==> config.mk <==
export PLATFORM = sky130hd
export DESIGN_NAME = bus5_arbiter
export DESIGN_NICKNAME = d
export VERILOG_FILES = /design/src/rtl/bus5_arb_pkg.sv /design/src/rtl/bus5_rr_pick.sv /design/src/rtl/bus5_arbiter.sv
export SDC_FILE = /design/constraint.sdc
export NUM_CORES = 1
export LEC_CHECK = 0
export ABC_AREA = 0
export BUFFER_PORTS_ARGS = -buffer_cell sky130_fd_sc_hd__buf_2
export CORE_MARGIN = 2
export CORE_UTILIZATION = 55
export CTS_BUF_LIST = sky130_fd_sc_hd__clkbuf_8
export DETAILED_ROUTE_END_ITERATION = 10
export PLACE_DENSITY_LB_ADDON = 0.05
export SLEW_MARGIN = 20
export SYNTH_ARGS = -nofsm -noshare
export SYNTH_HDL_FRONTEND = slang
export SYNTH_SLANG_ARGS = --single-unit
==> constraint.sdc <==
create_clock -name clk -period 3.5 [get_ports clk]
set_input_delay 0.525 -clock clk [delete_from_list [all_inputs] [get_ports clk]]
set_output_delay 0.525 -clock clk [all_outputs]
set_load 0.02 [all_outputs]
==> src/rtl/bus5_arb_pkg.sv <==
// Shared constants, owner codes and FSM state type for the five-source bus arbiter.
package bus5_arb_pkg;

    localparam int N_SRC = 5;
    localparam int SEL_W = 3;
    localparam int CNT_W = 4;

    localparam logic [SEL_W-1:0] SEL_A = 3'd0;
    localparam logic [SEL_W-1:0] SEL_B = 3'd1;
    localparam logic [SEL_W-1:0] SEL_C = 3'd2;
    localparam logic [SEL_W-1:0] SEL_D = 3'd3;
    localparam logic [SEL_W-1:0] SEL_E = 3'd4;

    typedef enum logic {
        IDLE = 1'b0,
        OWN  = 1'b1
    } state_t;

    // Source after s, wrapping e -> a; codes 5..7 never reach here.
    function automatic logic [SEL_W-1:0] next_src(input logic [SEL_W-1:0] s);
        return (s == SEL_E) ? SEL_A : s + 3'd1;
    endfunction

endpackage

==> src/rtl/bus5_rr_pick.sv <==
// Owner pick for the arbiter: round-robin from ptr, or fixed a>b>c>d>e when
// BUS5_ARB_FIXED_PRIO_EN is defined.
module bus5_rr_pick
    import bus5_arb_pkg::*;
(
    input  logic [N_SRC-1:0] req,
    input  logic [SEL_W-1:0] ptr,
    output logic             found,
    output logic [SEL_W-1:0] idx
);

`ifdef BUS5_ARB_FIXED_PRIO_EN

    logic unused_ptr;
    assign unused_ptr = ^ptr;

    // Descending scan so the lowest requesting index wins.
    always_comb begin
        found = 1'b0;
        idx   = SEL_A;
        for (int i = N_SRC - 1; i >= 0; i--) begin
            if (req[3'(i)]) begin
                found = 1'b1;
                idx   = 3'(i);
            end
        end
    end

`else

    function automatic logic [SEL_W-1:0] rot(input logic [SEL_W-1:0] p, input int i);
        int s;
        s = int'(p) + i;
        if (s >= N_SRC) s = s - N_SRC;
        return 3'(s);
    endfunction

    // Descending offset scan so the source closest to ptr wins.
    always_comb begin
        found = 1'b0;
        idx   = SEL_A;
        for (int i = N_SRC - 1; i >= 0; i--) begin
            if (req[rot(ptr, i)]) begin
                found = 1'b1;
                idx   = rot(ptr, i);
            end
        end
    end

`endif

endmodule

==> src/rtl/bus5_arbiter.sv <==
// Five-source burst arbiter with a registered output beat and ready/valid handshake.
// Optional BUS5_ARB_FIXED_PRIO_EN switches the IDLE pick to fixed priority.
module bus5_arbiter
    import bus5_arb_pkg::*;
#(
    parameter int DATA_W    = 8,
    parameter int BURST_MAX = 4
) (
    input  logic              clk,
    input  logic              rst_n,
    input  logic [N_SRC-1:0]  req,
    input  logic [DATA_W-1:0] src_a,
    input  logic [DATA_W-1:0] src_b,
    input  logic [DATA_W-1:0] src_c,
    input  logic [DATA_W-1:0] src_d,
    input  logic [DATA_W-1:0] src_e,
    output logic [N_SRC-1:0]  ack,
    output logic [SEL_W-1:0]  sel,
    output logic [DATA_W-1:0] out_data,
    output logic              out_valid,
    input  logic              out_ready
);

    state_t            state, state_nxt;
    logic [SEL_W-1:0]  sel_nxt;
    logic [SEL_W-1:0]  ptr, ptr_nxt;
    logic [CNT_W-1:0]  beat_cnt, cnt_nxt;
    logic              out_valid_nxt;
    logic [DATA_W-1:0] out_data_nxt;
    logic [DATA_W-1:0] mux_data;
    logic              pick_found;
    logic [SEL_W-1:0]  pick_idx;
    logic              own_req;
    logic              accept;
    logic              burst_done;

    bus5_rr_pick u_pick (
        .req   (req),
        .ptr   (ptr),
        .found (pick_found),
        .idx   (pick_idx)
    );

    always_comb begin
        case (sel)
            SEL_A:   mux_data = src_a;
            SEL_B:   mux_data = src_b;
            SEL_C:   mux_data = src_c;
            SEL_D:   mux_data = src_d;
            SEL_E:   mux_data = src_e;
            default: mux_data = '0;
        endcase
    end

    assign own_req    = req[sel];
    assign accept     = (state == OWN) && own_req && (!out_valid || out_ready);
    // Only accepted beats advance the count, so stalls never shorten a burst.
    assign burst_done = (beat_cnt + 4'd1) == 4'(BURST_MAX);
    assign ack        = accept ? (5'd1 << sel) : '0;

    always_comb begin
        state_nxt     = state;
        sel_nxt       = sel;
        ptr_nxt       = ptr;
        cnt_nxt       = beat_cnt;
        out_data_nxt  = out_data;
        out_valid_nxt = out_valid;

        if (out_valid && out_ready) out_valid_nxt = 1'b0;

        case (state)
            IDLE: begin
                if (pick_found) begin
                    sel_nxt   = pick_idx;
                    cnt_nxt   = '0;
                    state_nxt = OWN;
                end
            end
            OWN: begin
                if (!own_req) begin
                    state_nxt = IDLE;
                    ptr_nxt   = next_src(sel);
                end else if (accept) begin
                    out_data_nxt  = mux_data;
                    out_valid_nxt = 1'b1;
                    cnt_nxt       = beat_cnt + 4'd1;
                    if (burst_done) begin
                        state_nxt = IDLE;
                        ptr_nxt   = next_src(sel);
                    end
                end
            end
            default: state_nxt = IDLE;
        endcase
    end

    always_ff @(posedge clk or negedge rst_n) begin
        if (!rst_n) begin
            state     <= IDLE;
            sel       <= SEL_A;
            ptr       <= SEL_A;
            beat_cnt  <= '0;
            out_valid <= 1'b0;
            out_data  <= '0;
        end else begin
            state     <= state_nxt;
            sel       <= sel_nxt;
            ptr       <= ptr_nxt;
            beat_cnt  <= cnt_nxt;
            out_valid <= out_valid_nxt;
            out_data  <= out_data_nxt;
        end
    end

endmodule

==> results by group <==
Hold path
  – Worst Hold Class: input port to asynchronous set/reset pin

Detailed routing
  – Average wire per standard cell: 17.05 µm
  – Initial drt markers: 219
  – Detailed-route via count: 2,452
  – Routed WL: 6.580 mm
  – Vias per cell: 6.352
  – Post-route ant nets: 0
  – First drt pass iteration count: 7
  – Post-route DRC violation count: 0

Global routing
  – First-pass GRT wire length: 10.84 mm
  – Met1 usage: 41.16%
  – Total global routing track utilization: 26.36%
  – GRT Max-Usage Layer: met1
  – Initial antenna violation count: 0
  – Met2 usage: 39.83%
  – Vias in the first global route: 2,170
  – Gr ovfl total: 0
  – Largest net degree at the start of global routing: 31
  – Met3 Use GR: 4.701%

Cells and area
  – Non-filler cells, final: 386
  – # diodes: 0
  – Commonest non-fill, non-tap cell in the layout: buf_2
  – Layout cells sized above 1: 27.84%
  – Post-layout net count: 400
  – Synth-to-layout area growth: 16.38%
  – Most frequent cells in the layout: 64 x buf_2, 20 x dfrtp_1, 17 x nor2_1
  – Fill cells: 386

Clock network
  – CTS Hold Bufs: 0
  – Clock sink total: 20
  – Cts repair resizes: 0
  – Root Driver: clkbuf_8
  – Post-CTS Setup Inserts: 0
  – Worst-path clk slew: 0.08 ns
  – CTS tree: done
  – Bufs on Longest Clock Path: 2
  – H-tree levels: 1
  – TritonCTS buffer count: 3
  – Worst skew pair latency: 0.26 ns

Pwr
  – Power consumption: 3.537 mW
  – PwrDens: 1247 mW/mm²
  – Peak VDD IR: 0.8218 mV
  – Static Leak: 1.281 nW

Job
  – Max-cap violations: 0

Critical path
  – Startpoint type of the worst setup path: register
  – Crit path DAT: 2.63 ns
  – FF-to-FF path depth: 9
  – Worst Setup End Kind: output pin
  – WS Path Type: register to output pin
  – CP max FO: 13
  – Worst EP required: 2.97 ns
  – Reg-to-Reg Start: ptr[2]
  – Critical Path Source: sel[2]

Timing
  – WHS: 0.2054 ns
  – Clk_skew: 0.003075 ns
  – Max Fclk: 0.3166 GHz
  – Actual slew at the worst max-slew pin: 0.7690 ns
  – Min cycle time layout: 3.158 ns
  – Hold Vio Cnt, Final: 0
  – Rel. slew slack: 48.63%
  – Final Cycle Share: 90.24%
  – Final setup viols: 0
  – RSZ-0062 raised after global routing: no
  – Total negative slack: 0 ns
  – Max-slew violation count: 0

Floorplan
  – Die height: 70.57 µm
  – Core box area: 0.004324 mm²
  – Rows: 24
  – IO Count: 65
  – Die area: 0.004980 mm²
  – Die W: 70.57 µm
  – Initial Util: 56.37%

Placement
  – Placed cells: 382
  – Final RePlAce weighted congestion: 0.9546
  – Post-DP HPWL: 5.072 mm
  – PortBufs: 64

Logic synthesis
  – Syn Std Cell Area: 0.002437 mm²
  – Register area share after synthesis: 20.53%
  – Post-Synthesis Cells: 280
  – Syn_area_per_cell: 8.705 µm²
  – Main synth FF type: dfrtp_1
  – Post-synth EDFFs: 0
  – Yosys cell types: 74
  – Ys Warns: 0
  – Async set-reset flop share out of synthesis: 100.0%
  – Syn Nets: 345
  – FF+latch count, synth: 20

Outcome
  – Status: completed
-- area by class of cell --
class	count	area (µm²)	share of cell area (%)
clock buffers	3	41.29	1.456
flip-flops and latches	20	500.5	17.64
repair buffers	68	350.3	12.35
multi-input cells	228	1797	63.34
inverters	14	52.55	1.853
clock inverters	1	30.03	1.059
well taps	52	65.06	2.294
-- critical path, stage by stage, from the launching register on --
cell and delay, ns:
dfrtp_1 0.59, inv_1 0.22, nor4_1 0.26, a21oi_1 0.08, nand2b_1 0.19, nor2b_1 0.63
and3_1 0.24, buf_2 0.16
-- per-stage QoR --
step / worst slack [ns] / util (%) / area, µm²
6_report: 0.3417 / 65.60 / 2836
5_1_grt: 0.08017 / 65.60 / 2836
4_1_cts: 0.4156 / 65.60 / 2836
3_5_place_dp: 0.4405 / 63.95 / 2765
3_3_place_gp: 0.4580 / 63.95 / 2765
2_1_floorplan: 0.4195 / - / 2437
-- layer usage --
metal	vias to the layer above	wire, µm
met2	99	3059
met1	1160	3076
li1	1191	-
met4	0	13
met5	-	0
met3	2	431
-- flip-flops by register name, summed over array words and instances (netlist names) --
register and flops:
state 1, out_valid 1, sel 3, out_data 8, beat_cnt 4, ptr 3
-- final timing paths --
kind | endpoint | slack (ns)
max | ack[2] | 0.34
min | out_data[0] | 0.21
min reg2reg | out_data[2] | 0.48
max reg2reg | beat_cnt[2] | 0.40
min in group clk | out_data[2] | 0.48
max in group asynchronous | sel[0] | 2.98
-- cell usage after synthesis, drive strengths merged (8+ instances only) --
cell type / number / share of area (%)
o211ai: 8 / 2.5
buf: 9 / 2.2
inv: 13 / 2.0
a21oi: 13 / 3.3
o21ai: 16 / 3.7
ha: 16 / 8.2
nand2b: 12 / 3.1
nor2: 17 / 2.6
a222oi: 8 / 3.3
clkbuf: 9 / 1.4
dfrtp: 20 / 21
o21a: 8 / 2.5
nand2: 14 / 2.2
mux2i: 8 / 3.3
-- power breakdown --
part           internal (mW)  switching, mW
Sequential             0.343          0.134
Combinational           1.21           1.62
Clock                  0.153         0.0783
-- cell families (layout without fill, tap and decap cells) --
group / after synthesis / after routing / share of synthesized area [%]
compound gates: 103 / 103 / 33.78
simple gates: 86 / 86 / 20.23
buf+inv: 32 / 86 / 5.749
flops: 20 / 20 / 20.53
fa+ha+maj: 17 / 17 / 9.035
mux: 16 / 16 / 8.522
xor+xnor: 6 / 6 / 2.156
Note: power is estimated with default switching activity, not from simulation.
